**src/rtl/stack_ctrl_if.sv**
```systemverilog
// ---------------------------------------------------------------------------
// stack_ctrl_if
// Command channel into the stack controller.
//   cmd_valid : command present
//   cmd_op    : 00 nop, 01 push, 10 pop, 11 replace
//   cmd_data  : operand for push / replace
//   cmd_ready : controller can take a command this cycle
// master = command issuer (core / testbench), slave = stack_ctrl.
// ---------------------------------------------------------------------------
interface stack_ctrl_if #(
    parameter int WIDTH = 16
) ();
    logic             cmd_valid;
    logic [1:0]       cmd_op;
    logic [WIDTH-1:0] cmd_data;
    logic             cmd_ready;

    modport master (
        output cmd_valid,
        output cmd_op,
        output cmd_data,
        input  cmd_ready
    );

    modport slave (
        input  cmd_valid,
        input  cmd_op,
        input  cmd_data,
        output cmd_ready
    );
endinterface

```
**src/rtl/stack_ctrl.sv**
```systemverilog
// ---------------------------------------------------------------------------
// stack_ctrl
// Stack controller for the Forth core's data/return stacks. The top two
// entries (TOS, NOS) live in registers; deeper entries spill to and refill
// from an external single-port RAM with a registered address (1-cycle read).
//
// Ports
//   clk_a        : clock, shared with RAM port a
//   rst          : asynchronous active-high reset
//   cmd_if       : command channel (valid/op/data/ready), slave side
//   clr_err_i    : clears sticky overflow/underflow (a same-cycle set wins)
//   tos_o, nos_o : registered top / next-on-stack
//   count_o      : occupancy 0..DEPTH+2
//   empty_o      : count == 0
//   full_o       : count == DEPTH+2
//   overflow_o   : sticky, push attempted while full
//   underflow_o  : sticky, pop attempted while empty
//   ram_addr_o   : RAM address (combinational)
//   ram_wdata_o  : RAM write data (always NOS)
//   ram_we_o     : RAM write enable (spill of NOS on push)
//   ram_rdata_i  : RAM read data, RAM[registered address]
// ---------------------------------------------------------------------------
module stack_ctrl #(
    parameter int WIDTH      = 16,
    parameter int DEPTH      = 512,
    parameter int ADDR_WIDTH = $clog2(DEPTH),
    parameter int CNT_WIDTH  = $clog2(DEPTH + 3)
) (
    input  logic                  clk_a,
    input  logic                  rst,
    stack_ctrl_if.slave           cmd_if,
    input  logic                  clr_err_i,
    output logic [WIDTH-1:0]      tos_o,
    output logic [WIDTH-1:0]      nos_o,
    output logic [CNT_WIDTH-1:0]  count_o,
    output logic                  empty_o,
    output logic                  full_o,
    output logic                  overflow_o,
    output logic                  underflow_o,
    output logic [ADDR_WIDTH-1:0] ram_addr_o,
    output logic [WIDTH-1:0]      ram_wdata_o,
    output logic                  ram_we_o,
    input  logic [WIDTH-1:0]      ram_rdata_i
);

    localparam logic [1:0] OP_PUSH = 2'b01;
    localparam logic [1:0] OP_POP  = 2'b10;
    localparam logic [1:0] OP_REPL = 2'b11;

    localparam logic [CNT_WIDTH-1:0]  CNT_ZERO = '0;
    localparam logic [CNT_WIDTH-1:0]  CNT_ONE  = CNT_WIDTH'(1);
    localparam logic [CNT_WIDTH-1:0]  CNT_TWO  = CNT_WIDTH'(2);
    localparam logic [CNT_WIDTH-1:0]  CNT_FULL = CNT_WIDTH'(DEPTH + 2);
    localparam logic [ADDR_WIDTH:0]   SP_ONE   = (ADDR_WIDTH + 1)'(1);
    localparam logic [ADDR_WIDTH-1:0] ADDR_ONE = ADDR_WIDTH'(1);

    // ST_FETCH is the single bubble after a pop: the RAM address moved to
    // the new sp-1 and its data is not readable until the next cycle.
    typedef enum logic [0:0] {
        ST_READY = 1'b0,
        ST_FETCH = 1'b1
    } state_t;

    state_t                state_q,     state_d;
    logic [WIDTH-1:0]      tos_q,       tos_d;
    logic [WIDTH-1:0]      nos_q,       nos_d;
    logic [CNT_WIDTH-1:0]  count_q,     count_d;
    logic [ADDR_WIDTH:0]   sp_q,        sp_d;       // RAM-resident entries
    logic                  overflow_q,  overflow_d;
    logic                  underflow_q, underflow_d;

    logic accept;
    logic is_full;
    logic is_empty;

    assign accept   = cmd_if.cmd_valid && (state_q == ST_READY);
    assign is_full  = (count_q == CNT_FULL);
    assign is_empty = (count_q == CNT_ZERO);

    always_ff @(posedge clk_a or posedge rst) begin
        if (rst) begin
            state_q     <= ST_READY;
            tos_q       <= '0;
            nos_q       <= '0;
            count_q     <= '0;
            sp_q        <= '0;
            overflow_q  <= 1'b0;
            underflow_q <= 1'b0;
        end else begin
            state_q     <= state_d;
            tos_q       <= tos_d;
            nos_q       <= nos_d;
            count_q     <= count_d;
            sp_q        <= sp_d;
            overflow_q  <= overflow_d;
            underflow_q <= underflow_d;
        end
    end

    always_comb begin
        state_d     = ST_READY;
        tos_d       = tos_q;
        nos_d       = nos_q;
        count_d     = count_q;
        sp_d        = sp_q;
        overflow_d  = overflow_q;
        underflow_d = underflow_q;
        ram_we_o    = 1'b0;
        // Idle address keeps RAM[sp-1] (the next refill value) on ram_rdata_i.
        ram_addr_o  = sp_q[ADDR_WIDTH-1:0] - ADDR_ONE;

        // Clear first so that an error raised below in the same cycle wins.
        if (clr_err_i) begin
            overflow_d  = 1'b0;
            underflow_d = 1'b0;
        end

        if (accept) begin
            case (cmd_if.cmd_op)
                OP_PUSH: begin
                    if (is_full) begin
                        overflow_d = 1'b1;
                    end else begin
                        if (count_q == CNT_ZERO) begin
                            tos_d = cmd_if.cmd_data;
                        end else if (count_q == CNT_ONE) begin
                            nos_d = tos_q;
                            tos_d = cmd_if.cmd_data;
                        end else begin
                            // Spill NOS; the registered address then equals
                            // the new sp-1 and already holds the spilled
                            // word, so a following pop needs no bubble here.
                            ram_we_o   = 1'b1;
                            ram_addr_o = sp_q[ADDR_WIDTH-1:0];
                            nos_d      = tos_q;
                            tos_d      = cmd_if.cmd_data;
                            sp_d       = sp_q + SP_ONE;
                        end
                        count_d = count_q + CNT_ONE;
                    end
                end
                OP_POP: begin
                    state_d = ST_FETCH;
                    if (is_empty) begin
                        underflow_d = 1'b1;
                    end else begin
                        if (count_q == CNT_ONE) begin
                            tos_d = '0;
                        end else if (count_q == CNT_TWO) begin
                            tos_d = nos_q;
                            nos_d = '0;
                        end else begin
                            tos_d = nos_q;
                            nos_d = ram_rdata_i;
                            sp_d  = sp_q - SP_ONE;
                        end
                        count_d = count_q - CNT_ONE;
                    end
                end
                OP_REPL: begin
                    tos_d = cmd_if.cmd_data;
                end
                default: begin
                end
            endcase
        end
    end

    assign cmd_if.cmd_ready = (state_q == ST_READY);
    assign tos_o            = tos_q;
    assign nos_o            = nos_q;
    assign count_o          = count_q;
    assign empty_o          = is_empty;
    assign full_o           = is_full;
    assign overflow_o       = overflow_q;
    assign underflow_o      = underflow_q;
    assign ram_wdata_o      = nos_q;

endmodule

```
**src/flat_wrapper.sv**
```systemverilog
// flat-port wrapper written by rule: the top's interface ports become plain ports
module stack_ctrl_flat 
#(
    parameter int WIDTH      = 16,
    parameter int DEPTH      = 512,
    parameter int ADDR_WIDTH = $clog2(DEPTH),
    parameter int CNT_WIDTH  = $clog2(DEPTH + 3)
)
  (clk_a, rst, clr_err_i, tos_o, nos_o, count_o, empty_o, full_o, overflow_o, underflow_o, ram_addr_o, ram_wdata_o, ram_we_o, ram_rdata_i, cmd_if_cmd_valid, cmd_if_cmd_op, cmd_if_cmd_data, cmd_if_cmd_ready);
  stack_ctrl_if #(.WIDTH(WIDTH)) cmd_if_i ();
  input  logic clk_a;
  input  logic rst;
  input  logic clr_err_i;
  output logic [WIDTH-1:0] tos_o;
  output logic [WIDTH-1:0] nos_o;
  output logic [CNT_WIDTH-1:0] count_o;
  output logic empty_o;
  output logic full_o;
  output logic overflow_o;
  output logic underflow_o;
  output logic [ADDR_WIDTH-1:0] ram_addr_o;
  output logic [WIDTH-1:0] ram_wdata_o;
  output logic ram_we_o;
  input  logic [WIDTH-1:0] ram_rdata_i;
  input wire logic [$bits(cmd_if_i.cmd_valid)-1:0] cmd_if_cmd_valid;
  input wire logic [$bits(cmd_if_i.cmd_op)-1:0] cmd_if_cmd_op;
  input wire logic [$bits(cmd_if_i.cmd_data)-1:0] cmd_if_cmd_data;
  output wire logic [$bits(cmd_if_i.cmd_ready)-1:0] cmd_if_cmd_ready;
  assign cmd_if_i.cmd_valid = cmd_if_cmd_valid;
  assign cmd_if_i.cmd_op = cmd_if_cmd_op;
  assign cmd_if_i.cmd_data = cmd_if_cmd_data;
  assign cmd_if_cmd_ready = cmd_if_i.cmd_ready;
  stack_ctrl #(.WIDTH(WIDTH), .DEPTH(DEPTH), .ADDR_WIDTH(ADDR_WIDTH), .CNT_WIDTH(CNT_WIDTH)) u_core (.clk_a(clk_a), .rst(rst), .cmd_if(cmd_if_i), .clr_err_i(clr_err_i), .tos_o(tos_o), .nos_o(nos_o), .count_o(count_o), .empty_o(empty_o), .full_o(full_o), .overflow_o(overflow_o), .underflow_o(underflow_o), .ram_addr_o(ram_addr_o), .ram_wdata_o(ram_wdata_o), .ram_we_o(ram_we_o), .ram_rdata_i(ram_rdata_i));
endmodule
```
**config.mk**
```make
export PLATFORM = sky130hd
export DESIGN_NAME = stack_ctrl_flat
export DESIGN_NICKNAME = d
export VERILOG_FILES = /design/src/rtl/stack_ctrl_if.sv /design/src/rtl/stack_ctrl.sv /design/src/flat_wrapper.sv
export SDC_FILE = /design/constraint.sdc
export NUM_CORES = 1
export LEC_CHECK = 0
export CORE_UTILIZATION = 42
export CTS_CLUSTER_SIZE = 10
export DETAILED_ROUTE_END_ITERATION = 12
export PLACE_DENSITY = 0.78
export REMOVE_ABC_BUFFERS = 1
export SYNTH_ARGS = -nofsm -noshare
export SYNTH_HDL_FRONTEND = slang
export SYNTH_SLANG_ARGS = --single-unit
```
**constraint.sdc**
```tcl
create_clock -name clk_a -period 2.2 [get_ports clk_a]
set_input_delay 0.22 -clock clk_a [delete_from_list [all_inputs] [get_ports clk_a]]
set_output_delay 0.22 -clock clk_a [all_outputs]
set_load 0.1 [all_outputs]
```
==> results.py, run 1 <==
metrics = {
    "outcome": {
        "outcome": "complete, but fails checks",
        "violations": "negative setup slack",
    },
    "critical_path": {
        "crit_end": "ram_addr_o[6]",
        "timing.critical_path.from": "u_core.count_o[0]",
        "cp_slowest_cell": "dfrtp_1",
        "worst-setup-path-type": "reg2out",
        "worstPathArrival_ns": 2.30,
        "critPathLaunchType": "flip-flop",
        "r2r_cells": 11,
        "critical_path_buf_inv_count": 3,
        "worstSetupPathDepth": 9,
        "worstPathCellList": "buf_6 > ha_4 > or3_4 > a41oi_4 > nor4_4 > buf_4 > nand3b_1 > xnor2_2 > buf_12",
        "worstPathMaxFanout": 3,
        "rrSetupSlack_ns": -0.11,
        "endpoint_kind": "output pin",
        "critPathTopFamily": "simple AND/OR/NAND/NOR gates",
        "slowest_delay_ns": 0.42,
        "r2r-start": "u_core.count_o[0]",
        "cp.required_ns": 1.98,
        "r2r-end": "u_core.nos_o[15]",
    },
    "synthesis": {
        "ys_async_sr_fraction_pct": 100,
        "synth-edff-count": 0,
        "ys.flop_type": "dfrtp_1",
        "avgSynthCellArea_um2": 10.0,
        "synth.yosys.seq_area_share_pct": 41.2,
        "ys_warn_count": 0,
        "syn_inst": 327,
        "syn_area_um2": 3280,
        "ys_seq_elements": 54,
        "yosysUniqueCellTypes": 49,
    },
    "timing": {
        "drv_slew": 0,
        "clock_skew_ns": 0.0116,
        "fin_crit_ns": 2.52,
        "fin_setup_tns_ns": -3.64,
        "fin_hold_ws_ns": 0.252,
        "finalHoldViolations": 0,
        "worst_pin_slew_ns": 0.627,
        "slew_headroom_pct": 57.8,
        "setup_slack_ns": -0.319,
        "max_freq_mhz": 397,
        "setup_viol": 27,
        "finalCritPeriodShare_pct": 114,
        "rsz0062_at_grt": "true",
    },
    "die": {
        "start_util_pct": 44.3,
        "core_area_um2": 7410,
        "fp.dieH_um": 90.4,
        "fp.dieW_um": 90.4,
        "die-area_um2": 8170,
        "io_pins": 111,
        "rows": 31,
    },
    "grt": {
        "antenna_found_initial": 0,
        "overflow": 0,
        "gr-usage-all-layers_pct": 23.6,
        "grt_pass1_wl_mm": 15.6,
        "grt_max_degree": 55,
        "grt_pass1_vias": 3136,
    },
    "run": {
        "max_cap_viol_count": 0,
    },
    "drt": {
        "drc": 0,
        "finalWirelength_mm": 9.76,
        "via_per_inst": 5.42,
        "antenna_left": 0,
        "dr.pass1.iters": 4,
        "wl_per_cell_um": 16.8,
        "vias": 3154,
        "drt_iter0_markers": 149,
    },
    "clock_tree": {
        "htree_levels": 2,
        "ctsHoldBuffers": 0,
        "clock_sinks": 54,
        "cts_tree": "built",
        "clk_latency_ns": 0.32,
        "cts_root_buf": "clkbuf_8",
        "clkTransAtPathRegs_ns": 0.10,
        "cts_made_buffers": 5,
        "clockBufferDepth": 2,
    },
    "layout": {
        "final_common_cell": "buf_4",
        "final_nets": 537,
        "antenna_cells": 0,
        "drive_gt1_share_pct": 43.3,
        "final_cell_mix": "buf_4 (112), dfrtp_1 (54), clkdlybuf4s50_1 (37)",
        "area_delta_synth_final_pct": 62.7,
    },
    "hold_path": {
        "hp-class": "in2async",
    },
    "place": {
        "dp.final_hpwl_mm": 6.49,
        "numPortBuffers": 110,
        "globalplace.congestion": 0.921,
    },
}
==> flip-flops by register name (all words and copies together), names as in the netlist <==
| name | flops |
|---|---|
| u_core.tos_o | 16 |
| u_core.underflow_o | 1 |
| u_core.count_o | 10 |
| u_core.sp_q | 9 |
| u_core.overflow_o | 1 |
| u_core.state_q | 1 |
| u_core.nos_o | 16 |
==> layer usage <==
| layer | vias to the layer above | GRT usage (%) | part of all wire (%) |
|---|---|---|---|
| li1 | 1479 | - | - |
| met1 | 1584 | 28.2 | 41 |
| met2 | 79 | 43.6 | 54 |
| met3 | 12 | 3.54 | 3.1 |
| met4 | 0 | 6.99 | 1.5 |
| met5 | - | 0 | 0 |
==> how the worst min path moves through the flow <==
stage	depth (start not counted)	to	slack, ns	from
floorplan	2	u_core.overflow_o	0.41	clr_err_i
global placement	2	u_core.tos_o[15]	0.49	u_core.tos_o[15]
detailed placement	2	u_core.tos_o[9]	0.50	u_core.tos_o[9]
CTS	3	u_core.nos_o[1]	0.27	rst
global route	3	u_core.tos_o[9]	0.30	rst
finish	3	u_core.tos_o[5]	0.25	rst
==> worst min-delay path, stage by stage <==
cell and delay, ns:
clkdlybuf4s50_1 0.41, inv_2 0.07, buf_12 0.27
==> synth_stat cells (2+ instances only) <==
| master | count | share of area (%) |
|---|---|---|
| dfrtp_1 | 54 | 41 |
| nand2_1 | 23 | 2.6 |
| o21ai_0 | 22 | 3.4 |
| mux2_2 | 20 | 6.9 |
| a21oi_1 | 18 | 2.7 |
| a22o_1 | 18 | 4.8 |
| a22oi_1 | 16 | 3.7 |
| buf_4 | 16 | 3.7 |
| ha_1 | 16 | 6.1 |
| xnor2_1 | 14 | 3.7 |
| nor2_1 | 13 | 1.5 |
| xor2_1 | 12 | 3.2 |
| clkbuf_1 | 10 | 1.1 |
| inv_1 | 9 | 1.0 |
| nand3_1 | 6 | 0.91 |
| nor4_1 | 5 | 0.95 |
| nor3_1 | 4 | 0.61 |
| or3_1 | 4 | 0.76 |
| and3b_1 | 3 | 0.80 |
| buf_2 | 3 | 0.46 |
| nand3b_1 | 3 | 0.69 |
| a21o_1 | 2 | 0.46 |
| a21oi_2 | 2 | 0.53 |
| a31oi_1 | 2 | 0.38 |
| and2_1 | 2 | 0.38 |
| and3_1 | 2 | 0.38 |
| nand2b_1 | 2 | 0.38 |
| nand4_1 | 2 | 0.38 |
| nor2b_1 | 2 | 0.38 |
| o211ai_1 | 2 | 0.46 |
| o21a_1 | 2 | 0.46 |
==> per-stage QoR <==
step / worst slack [ns] / area, µm² / util, % / std cells
floorplan: -3.69 / 3100 / - / 297
global placement: -0.356 / 4790 / 64.7 / 564
detailed placement: -0.445 / 4790 / 64.7 / 564
CTS: -0.425 / 5140 / 69.4 / 581
global route: -0.393 / 5340 / 72.1 / 582
finish: -0.319 / 5340 / 72.1 / 582
==> logic make-up after synthesis <==
kind of cell | Yosys count | share of synthesized area [%]
fa+ha+maj | 17 | 6.71
flops | 54 | 41.2
compound gates | 90 | 18.4
xor+xnor | 26 | 6.94
mux | 20 | 6.86
buf+inv | 40 | 6.75
simple gates | 80 | 13.2
==> area by class of cell <==
class	count	area (µm²)
clock inverter	2	38.8
fill	512	2070
clock buffer	6	82.6
timing repair buffer	178	1700
tap	99	124
inverter	10	37.5
sequential	54	1350
multi-input combinational	233	2010
==> what timing repair did <==
item / 4_1_cts / 5_1_grt
endpoints found under the setup margin: 28 / 36
buffers inserted: 8 / 5
gates cloned: 1 / 0
gates resized for setup: 29 / 50
pin swaps: 11 / 16
Power of run 1 is left out: the tool's default activity adds up to more than one toggle a clock period on the data nets, which glitch-free logic cannot reach.
==> run 2, diff against run 1 <==
- MAX_ROUTING_LAYER: not set -> met4
==> run 2 against run 1 <==
The run still ends with negative setup slack left. Routed wire length grew 1.4%. Hold slack gained 0.0083 ns. Via count shrank 0.38%. Global-route usage grew 0.65 points. First-iteration DRC count shrank 1.3%. Core utilization grew 0.39 points. Critical path depth is the same. Non-clock buffer count grew 2. Sequential share of layout area shrank 0.14 points. Clock skew is essentially flat. Critical endpoint unchanged.
==> results.py, run 2 (synthesis results as in run 1) <==
metrics = {
    "outcome": {
        "outcome": "complete, but fails checks",
        "violations": "negative setup slack",
    },
    "clock_tree": {
        "clock_sinks": 54,
        "clkTransAtPathRegs_ns": 0.10,
        "clk_latency_ns": 0.32,
        "cts_tree": "built",
        "clockBufferDepth": 2,
        "cts_made_buffers": 5,
        "ctsHoldBuffers": 0,
        "htree_levels": 2,
        "cts_root_buf": "clkbuf_8",
    },
    "grt": {
        "grt_pass1_wl_mm": 15.6,
        "gr-usage-all-layers_pct": 24.3,
        "antenna_found_initial": 0,
        "grt_max_degree": 55,
        "grt_pass1_vias": 3131,
        "overflow": 0,
    },
    "critical_path": {
        "crit_end": "ram_addr_o[6]",
        "r2r-start": "u_core.count_o[0]",
        "critPathLaunchType": "flip-flop",
        "rrSetupSlack_ns": -0.11,
        "worstPathArrival_ns": 2.30,
        "timing.critical_path.from": "u_core.count_o[0]",
        "cp.required_ns": 1.98,
        "endpoint_kind": "output pin",
        "r2r-end": "u_core.nos_o[15]",
        "worstPathMaxFanout": 3,
        "worst-setup-path-type": "reg2out",
        "r2r_cells": 11,
    },
    "run": {
        "max_cap_viol_count": 0,
    },
    "die": {
        "io_pins": 111,
        "rows": 31,
        "fp.dieW_um": 90.4,
        "fp.dieH_um": 90.4,
        "start_util_pct": 44.3,
        "die-area_um2": 8170,
        "core_area_um2": 7410,
    },
    "place": {
        "globalplace.congestion": 0.937,
        "placed_area_um2": 4790,
        "dp.final_hpwl_mm": 6.49,
        "placed_cells": 564,
        "numPortBuffers": 110,
    },
    "drt": {
        "antenna_left": 0,
        "vias": 3142,
        "m1WireLength_mm": 4.05,
        "finalWirelength_mm": 9.90,
        "top_layer_used": "met4",
        "drt_iter0_markers": 147,
        "dr.pass1.iters": 4,
        "via_per_inst": 5.38,
        "routed-wl-met3_um": 339,
        "wl_per_cell_um": 17.0,
        "drc": 0,
        "route.met2.wl_mm": 5.36,
    },
    "timing": {
        "finalHoldViolations": 0,
        "setup_slack_ns": -0.324,
        "slew_headroom_pct": 57.8,
        "setup_viol": 27,
        "fin_crit_ns": 2.52,
        "worst_pin_slew_ns": 0.627,
        "max_freq_mhz": 396,
        "drv_slew": 0,
        "finalCritPeriodShare_pct": 115,
        "clock_skew_ns": 0.0121,
        "fin_hold_ws_ns": 0.260,
        "rsz0062_at_grt": "true",
    },
    "layout": {
        "final_common_cell": "buf_4",
        "instances_no_fill": 584,
        "final_nets": 539,
        "antenna_cells": 0,
        "final_cell_mix": "buf_4 (113), dfrtp_1 (54), clkdlybuf4s50_1 (37)",
        "drive_gt1_share_pct": 44.1,
        "area_delta_synth_final_pct": 63.6,
        "fin_area_um2": 5370,
    },
    "hold_path": {
        "hp-class": "in2async",
    },
}
## run 2: timing repair
item | CTS | global route
cloned | 1 | 0
gates resized for setup | 29 | 54
endpoints found under the setup margin | 28 | 35
hold endpoints to repair | 0 | 0
buffers inserted | 8 | 6
pin swaps | 11 | 16
## run 2: how the worst min path moves through the flow
stage / startpoint / end / slack [ns] / cells past startpoint
floorplan: clr_err_i / u_core.overflow_o / 0.41 / 2
global placement: u_core.tos_o[15] / u_core.tos_o[15] / 0.49 / 2
detailed placement: u_core.tos_o[9] / u_core.tos_o[9] / 0.50 / 2
CTS: rst / u_core.nos_o[1] / 0.27 / 3
global route: rst / u_core.tos_o[9] / 0.30 / 3
finish: rst / u_core.tos_o[9] / 0.26 / 3
## run 2: layout make-up
type,instances,area (µm²)
fill,512,2040
multi-input combinational,233,2020
timing repair buffer,180,1720
sequential,54,1350
tap,99,124
clock buffer,6,82.6
clock inverter,2,38.8
inverter,10,37.5
## run 2: metal layers
layer  vias to the layer above  global-route usage [%]
met2                        92                    43.6
met3                        13                    3.45
met1                      1553                    28.1
li1                       1484                       -
met4                         0                    7.12
met5                         -                       -
## run 2: through the flow
step / setup WS [ns] / TNS, ns / utilization [%]
global route: -0.393 / -5.27 / 72.5
floorplan: -3.69 / -69.56 / -
finish: -0.324 / -3.69 / 72.5
detailed placement: -0.445 / -11.81 / 64.7
CTS: -0.425 / -3.45 / 69.4
global placement: -0.356 / -9.54 / 64.7
## run 2: critical path: stages (launching register included)
cell and delay (ns):
dfrtp_1 0.42, buf_6 0.14, ha_4 0.16, or3_4 0.33, a41oi_4 0.22, nor4_4 0.06, buf_4 0.16, nand3b_1 0.13
xnor2_2 0.15, buf_12 0.20
Power of run 2 is left out for the same reason.
==> edit, RTL diff (config.mk and constraints of run 2) <==
Make the reset (`rst`) synchronous in one clocked block. Comments in the files are not updated.
--- a/src/rtl/stack_ctrl.sv
+++ b/src/rtl/stack_ctrl.sv
@@ -77,7 +77,7 @@
     assign is_full  = (count_q == CNT_FULL);
     assign is_empty = (count_q == CNT_ZERO);
 
-    always_ff @(posedge clk_a or posedge rst) begin
+    always_ff @(posedge clk_a) begin
         if (rst) begin
             state_q     <= ST_READY;
             tos_q       <= '0;
Check against the original RTL: differs if rst is asserted again (counterexample within 4 cycles, from zero or initial values and one cycle with rst high); with rst held inactive, the same outputs for 4 cycles.
==> edit against run 2 <==
The flow still finishes with violations (negative setup slack); routed wire length is 15% higher; final area is 3.4% higher; worst setup slack better by 0.088 ns; sequential share of layout area is 5.5 points lower; sequential cell count stayed put; core utilization is 0.97 points lower; critical path depth is 1 higher; synthesized area is 3.6% higher; critical path type unchanged; critical endpoint is now ram_addr_o[1]; highest routed layer unchanged.
==> edit: results (changes against run 2) <==
* CP Launch Point: u_core.count_o[0]
* Main synth FF type: dfxtp_1
* Number of global-route vias before repair at 3759 (+20%)
* Setup TNS at -1.77 ns (+1.92 ns)
* Dominant cells by area after synthesis: dfxtp_1, a311oi_1, ha_1
* Worst EP arrival at 2.22 ns (-0.08 ns)
* Placed inst area at 0.00489 mm2 (+2.0%)
* HP Class: in2reg
* Detailed Route WL at 11400 um (+15%)
* Final cell count without fillers at 669 (+15%)
* DPL Wire Length at 7570 um (+17%)
* CTS buffer count at 5 (unchanged)
* Total GRT Usage at 0.268 (+0.0251)
* Worst setup path end: ram_addr_o[1]
* Reg2reg path depth at 8 (-3)
* Seq/Total Area, Yosys at 0.318 (-0.0937)
* Failing checks: negative setup slack
* Initial DRC Count at 236 (+61%)
* R2R setup slack at 0.04 ns (+0.15 ns)
* Clk_skew at 0.0146 ns (+0.00250 ns)
* Initial antenna violation count at 0 (unchanged)
* Min Hold Slack at 0.322 ns (+0.0619 ns)
* Antenna cells at 0 (unchanged)
* Placed cell count at 650 (+15%)
* Share of layout cells above drive strength 1 at 0.427 (-0.0144)
* Final worst setup slack at -0.236 ns (+0.0875 ns)
* Drt first pass iters at 5 (+1)
* Distinct cell type count after synthesis at 61 (+24%)
* H-tree depth at 2 (unchanged)
* Async S/R FF share, synth at 0 (-1.00)
* Hold Crit Start: rst
* Endpoints failing setup at 10 (-63%)
* Vias at 3940 (+25%)
* Peak fanout along the critical path at 4 (+1)
* Worst r2r dst: u_core.count_o[1]
* Most common library cells after synthesis: dfxtp_1, nor2_1, a311oi_1, nand2_1, nand3_1
* Worst Max-Slew Pin Slew at 0.437 ns (-0.190 ns)
* First-pass GRT wire length at 18100 um (+16%)
* Max VDD drop at 0.555 mV
* Nets@finish at 618 (+15%)
* Placer Congestion at 0.937 (about the same)
* Mapped Cells at 418 (+28%)
* Largest net degree at the start of global routing at 39 (-29%)
* Status: finished, violations left
edit: cell count changes after synthesis, sizes merged, moves of 14 or more:
cell / delta
dfrtp: -54
mux2: -18
nor2: +31
a22o: -18
o21ai: -15
clkbuf: +14
nand3: +25
dfxtp: +54
a311oi: +33
edit: where the power goes:
group	switching [uW]	internal (uW)	total (uW)
clock	336	486	821
combinational	1850	922	2780
sequential	87.9	1060	1150
total	2280	2470	4750
edit: logic make-up (layout without fill, tap and decap cells):
kind of cell | Yosys count | in the layout | synth area share
and+or+nand+nor | 150 | 150 | 0.220
AOI/OAI and AO/OA | 120 | 120 | 0.262
buffers and inverters | 59 | 208 | 0.0909
DFF | 54 | 54 | 0.318
xor gates and xnor gates | 18 | 18 | 0.0464
adders and majority gates | 14 | 14 | 0.0537
muxes | 3 | 3 | 0.00957
edit: critical path, cell delays in order, from the launching register on:
cell and delay [ns]:
dfxtp_2 0.34, buf_6 0.12, ha_4 0.15, or2_4 0.24
mux2i_4 0.16, o311ai_4 0.13, buf_4 0.16, buf_6 0.11
buf_6 0.13, a21oi_4 0.16, buf_12 0.19
edit: through the flow:
step           setup slack, ns  utilization
2_1_floorplan            -3.24            -
3_3_place_gp            -0.461        0.629
3_5_place_dp            -0.510        0.629
4_1_cts                 -0.210        0.688
5_1_grt                 -0.289        0.715
6_report                -0.236        0.715
edit: per-layer routing:
metal | vias to the layer above | GRT usage | routed length [um]
li1 | 1846 | - | -
met2 | 154 | 0.452 | 5930
met4 | 0 | 0.0938 | 319
met5 | - | - | 0
met3 | 28 | 0.0323 | 562
met1 | 1912 | 0.330 | 4590
edit: worst min-delay path by stage:
stage / depth (start not counted) / endpoint
2_1_floorplan: 1 / u_core.sp_q[1]
3_3_place_gp: 2 / u_core.underflow_o
3_5_place_dp: 2 / u_core.overflow_o
4_1_cts: 2 / u_core.count_o[2]
5_1_grt: 2 / u_core.count_o[4]
6_report: 2 / u_core.count_o[4]
edit: cell type report:
type | instances | area, um2
inverters | 10 | 37.5
well taps | 102 | 128
fillers | 595 | 2210
multi-input cells | 305 | 2400
clock inverters | 2 | 60.1
repair buffers | 190 | 1760
flip-flops and latches | 54 | 1090
clock buffers | 6 | 82.6
edit: timing repair:
action / 4_1_cts / 5_1_grt
endpoints found under the setup margin: 20 / 51
setup buffers: 5 / 4
cloned: 2 / 0
resized for setup: 48 / 42
pin swaps: 8 / 4
